`config.mk`:
```
export PLATFORM = sky130hd
export DESIGN_NAME = pipe_stage_reg
export DESIGN_NICKNAME = d
export VERILOG_FILES = /design/src/rtl/pipe_stage_reg.sv
export SDC_FILE = /design/constraint.sdc
export NUM_CORES = 1
export LEC_CHECK = 0
export ABC_AREA = 1
export BUFFER_PORTS_ARGS = -buffer_cell sky130_fd_sc_hd__buf_2
export CORE_MARGIN = 8
export CORE_UTILIZATION = 35
export CTS_CLUSTER_SIZE = 24
export DETAILED_ROUTE_END_ITERATION = 7
export SETUP_SLACK_MARGIN = 0.4
export SYNTH_ARGS = -nofsm -noshare
export SYNTH_HDL_FRONTEND = slang
export SYNTH_SLANG_ARGS = --single-unit
```
`constraint.sdc`:
```
create_clock -name i_Clk -period 1.9 [get_ports i_Clk]
set_input_delay 0.38 -clock i_Clk [delete_from_list [all_inputs] [get_ports i_Clk]]
set_output_delay 0.38 -clock i_Clk [all_outputs]
set_load 0.02 [all_outputs]
```
`src/rtl/pipe_stage_reg.sv`:
```
// Pipeline stage register with valid/ready handshake.
// Optional two-entry skid buffer, flush, and saturating stall counter.
module pipe_stage_reg #(
  parameter int DATA_W = 32,
  parameter int SKID   = 1,
  parameter int CNT_W  = 16
) (
  input  logic              i_Clk,
  input  logic              i_Reset,
  input  logic              i_Flush,
  input  logic              i_Valid,
  output logic              o_Ready,
  input  logic [DATA_W-1:0] i_Data,
  output logic              o_Valid,
  input  logic              i_Ready,
  output logic [DATA_W-1:0] o_Data,
  output logic [1:0]        o_Occupancy,
  output logic [CNT_W-1:0]  o_StallCount
);

  typedef enum logic [1:0] {
    EMPTY = 2'd0,
    ONE   = 2'd1,
    TWO   = 2'd2
  } state_t;

  state_t state_q, state_d;
  logic [DATA_W-1:0] main_q, main_d;
  logic [DATA_W-1:0] skid_q, skid_d;
  logic [CNT_W-1:0] stall_q;
  logic up, dn;

  assign o_Valid     = (state_q != EMPTY);
  assign o_Data      = main_q;
  assign o_Occupancy = state_q;
  assign o_StallCount = stall_q;

  assign up = i_Valid && o_Ready;
  assign dn = o_Valid && i_Ready;

  always_comb begin
    state_d = state_q;
    main_d  = main_q;
    skid_d  = skid_q;
    unique case (state_q)
      EMPTY: begin
        if (up) begin
          state_d = ONE;
          main_d  = i_Data;
        end
      end
      ONE: begin
        if (up && dn) begin
          main_d = i_Data;
        end else if (up) begin
          // only reachable with the skid entry present
          if (SKID != 0) begin
            state_d = TWO;
            skid_d  = i_Data;
          end
        end else if (dn) begin
          state_d = EMPTY;
        end
      end
      TWO: begin
        if (dn) begin
          state_d = ONE;
          main_d  = skid_q;
        end
      end
      default: state_d = EMPTY;
    endcase
    if (i_Flush) begin
      state_d = EMPTY;
      main_d  = '0;
      skid_d  = '0;
    end
  end

  always_ff @(posedge i_Clk) begin
    if (i_Reset) begin
      state_q <= EMPTY;
      main_q  <= '0;
      skid_q  <= '0;
    end else begin
      state_q <= state_d;
      main_q  <= main_d;
      skid_q  <= skid_d;
    end
  end

  always_ff @(posedge i_Clk) begin
    if (i_Reset) begin
      stall_q <= '0;
    end else if (o_Valid && !i_Ready && stall_q != '1) begin
      stall_q <= stall_q + CNT_W'(1);
    end
  end

  generate
    if (SKID != 0) begin : g_skid
      // ready comes straight from a flop: no i_Ready-to-o_Ready path
      logic rdy_q;
      always_ff @(posedge i_Clk) begin
        if (i_Reset) begin
          rdy_q <= 1'b1;
        end else begin
          rdy_q <= (state_d != TWO);
        end
      end
      assign o_Ready = rdy_q;
    end else begin : g_single
      assign o_Ready = !o_Valid || i_Ready;
    end
  endgenerate

endmodule

```
==> impl_results.md <==
* Post-Syn Instances at 519
* Die width at 121 um
* Internal at 2.38 mW
* R2R Path End: o_StallCount[13]$_SDFFE_PP0P_
* Via count at 3681
* Starting Density at 0.356
* Multi-input gate area at 1890 um2
* Reg2reg path depth at 10
* HP Class: input pin to flip-flop
* Num rows at 38
* Crit path kind: flip-flop to primary output
* Clock insertion delay at the later pin of the skew report at 0.35 ns
* Post-Syn Nets at 557
* VDD IR max at 370 uV
* Post-synthesis area per instance at 7.37 um2
* Data required, critical path at 1.52 ns
* Largest net degree at the start of global routing at 60
* Die Ht at 121 um
* Post-synthesis sequential area ratio at 0.434
* Flop-to-flop setup slack at 0.49 ns
* Worst path slowest cell: dfxtp_4
* Starting DRC count in detailed routing at 182
* Ports at 89
* Crit path from: o_Occupancy[1]$_SDFF_PP0_
* Global-route wire length before repair at 17700 um
* Final-report hold violation count at 0
* Worst Path Max Fanout at 6
* Clock sinks at 83
* Initial antenna violation count at 0
* Vias per cell at 4.93
* Yosys reg bits at 83
* RSZ-0062 raised after global routing: true
* Max Cap Viol at 0
* Worst-path cell chain: nor2_4, inv_2, buf_2
* Mapped cell area at 3830 um2
* Htree depth at 3
* Fin Hold WS at 0.293 ns
* Fmax at 702 MHz
* Area growth from synthesis to layout at 23.3%
* Slew Limit Fails at 0
* Pre-CTS WS at 0.238 ns
* Worst Setup EP: o_Valid
* CTS tree: done
* CTS Buffer Depth at 2
* Dpl hpwl at 7070 um
* Arrival time worst endpoint at 1.04 ns
* Minimum clock period after layout at 1.42 ns
* Detail Route Antenna Nets at 0
* CP Capture Type: primary output
* GR Overflow Total at 0
* Ant diodes at 0
* Slew HR at 0.731
* Fill count at 1128
* Synth unique cells at 27
* CORE AREA at 10700 um2
* Pwr dens at 695 nW/um2
* Die ar. at 14500 um2
* Critical Path Max Stage Delay at 0.38 ns
* Clk network pwr share at 0.353
* Gate power share at 0.104
* Worst-margin pin slew at 0.401 ns
* Reg clk slew, reported paths at 0.09 ns
* Drt drc at 0
* Crit. path cell count at 3
* Most frequent cells in the layout: 119 x nand2_1, 88 x buf_2, 70 x dfxtp_1
* Final setup vio count at 0
* Leakage at 1.93 nW
* Port bufs at 88
* Period utilisation layout at 0.750
* Final nets at 639
* CP bufs+invs at 2
* Final setup skew at 0.0116 ns
* Share of layout cells above drive strength 1 at 0.277
* Setup TNS at 0 ns
* Drt pass-1 iters at 4
* Cts hold-fix bufs at 0
* FF/Latch Area at 1690 um2
* DR WL/cell at 14.4 um
* Commonest non-fill, non-tap cell in the layout: nand2_1
* Root Driver: clkbuf_8
* Nature of the critical path startpoint: flip-flop
* Sw frac at 0.276
* Family with the most delay on the worst path: flip-flops
* Sequential share of power at 0.544
* Number of global-route vias before repair at 3542
* Psw at 0.904 mW
* Yosys warning count at 0
* Status: completed
* CTS buffer count at 9
* Fin worst setup slack at 0.476 ns
* Global placer's final weighted congestion at 0.766
* Final WL at 10800 um
* GR Util All Layers at 0.148
* Reg2reg start: o_StallCount[0]$_SDFFE_PP0P_
metrics by stage:
| step | std cells | cell area [um2] | util | power (mW) |
|---|---|---|---|---|
| after floorplan | 519 | 3840 | - | 2.03 |
| after global placement | 722 | 4370 | 0.406 | 2.15 |
| after detailed placement | 722 | 4370 | 0.406 | 2.15 |
| after CTS | 743 | 4620 | 0.430 | 3.33 |
| after global routing | 746 | 4720 | 0.439 | 3.44 |
| final | 746 | 4720 | 0.439 | 3.28 |
tightest hold or removal path: cells and delay by family:
family                 cells  cell delay, ns
AO/OA/AOI/OAI              1            0.05
buffers and inverters      1            0.11
AND/OR/NAND/NOR            1            0.06
cells by family (layout without fill, tap and decap cells):
family / after synthesis / in the layout / share of synthesized area
AND/OR/NAND/NOR: 240 / 241 / 0.276
AO/OA/AOI/OAI: 110 / 110 / 0.178
XOR/XNOR: 7 / 7 / 0.0160
adder cells (fa/ha/maj): 1 / 1 / 0.00327
buffers and inverters: 78 / 164 / 0.0929
flip-flops: 83 / 83 / 0.434
registers in the layout, indices dropped and copies added (netlist names):
signal        flops
o_Data           32
skid_q           32
o_StallCount     16
o_Occupancy       2
o_Ready           1
metal layers:
| metal | global-route usage | share of wire | wire, um | vias up |
|---|---|---|---|---|
| met5 | 0 | 0 | 0 | - |
| met4 | 0.0429 | 0.0062 | 67 | 0 |
| met3 | 0.0443 | 0.060 | 650 | 5 |
| met2 | 0.238 | 0.47 | 5070 | 75 |
| met1 | 0.188 | 0.46 | 4980 | 1704 |
| li1 | - | - | - | 1897 |
synth_stat cells:
cell type / n / area share
buf_4: 4 / 0.0078
nor3_1: 1 / 0.0013
a211oi_2: 10 / 0.033
ha_1: 1 / 0.0033
nand3_1: 16 / 0.021
o21ai_4: 1 / 0.0043
nand4_2: 1 / 0.0033
clkbuf_1: 11 / 0.011
nor2_2: 1 / 0.0016
inv_1: 40 / 0.039
nand2_2: 1 / 0.0016
xnor2_1: 2 / 0.0046
a211oi_1: 17 / 0.033
nor2_1: 59 / 0.058
dfxtp_1: 83 / 0.43
nand2_4: 1 / 0.0029
inv_2: 5 / 0.0049
nand2_1: 124 / 0.12
nand3b_1: 1 / 0.0020
xor2_1: 5 / 0.011
nand3_4: 1 / 0.0046
o21ai_0: 28 / 0.037
nand4_1: 32 / 0.052
buf_2: 14 / 0.018
buf_6: 4 / 0.012
a21oi_1: 54 / 0.071
nor2_4: 2 / 0.0059
repair_timing:
action,in CTS,in global routing
buffers inserted,4,3
pin swaps,2,6
resized for setup,6,25
cloned,1,0
setup endpoints to repair,47,64
how the worst min path moves through the flow:
stage / start / end / slack [ns] / cells past startpoint
final: i_Data[31] / skid_q[31]$_SDFFE_PP0P_ / 0.29 / 3
after global routing: i_Data[31] / skid_q[31]$_SDFFE_PP0P_ / 0.26 / 3
after CTS: i_Data[31] / skid_q[31]$_SDFFE_PP0P_ / 0.27 / 3
after detailed placement: skid_q[14]$_SDFFE_PP0P_ / skid_q[14]$_SDFFE_PP0P_ / 0.45 / 2
after global placement: skid_q[11]$_SDFFE_PP0P_ / skid_q[11]$_SDFFE_PP0P_ / 0.45 / 2
after floorplan: skid_q[0]$_SDFFE_PP0P_ / skid_q[0]$_SDFFE_PP0P_ / 0.43 / 2
layout make-up:
| cell class | count | area share |
|---|---|---|
| clock inverters | 6 | 0.0101 |
| repair buffers | 103 | 0.132 |
| multi-input cells | 359 | 0.400 |
| well taps | 140 | 0.0371 |
| inverters | 45 | 0.0358 |
| clock buffers | 10 | 0.0270 |
| flip-flops and latches | 83 | 0.358 |
power groups by stage:
stage,Combinational [mW],Sequential (mW),Clock (mW)
2_1_floorplan,0.172,1.86,0
3_3_place_gp,0.320,1.83,0
3_5_place_dp,0.325,1.83,0
4_1_cts,0.339,1.79,1.21
5_1_grt,0.378,1.79,1.28
6_report,0.340,1.78,1.16
No activity file was read; power rests on OpenSTA's default activity.
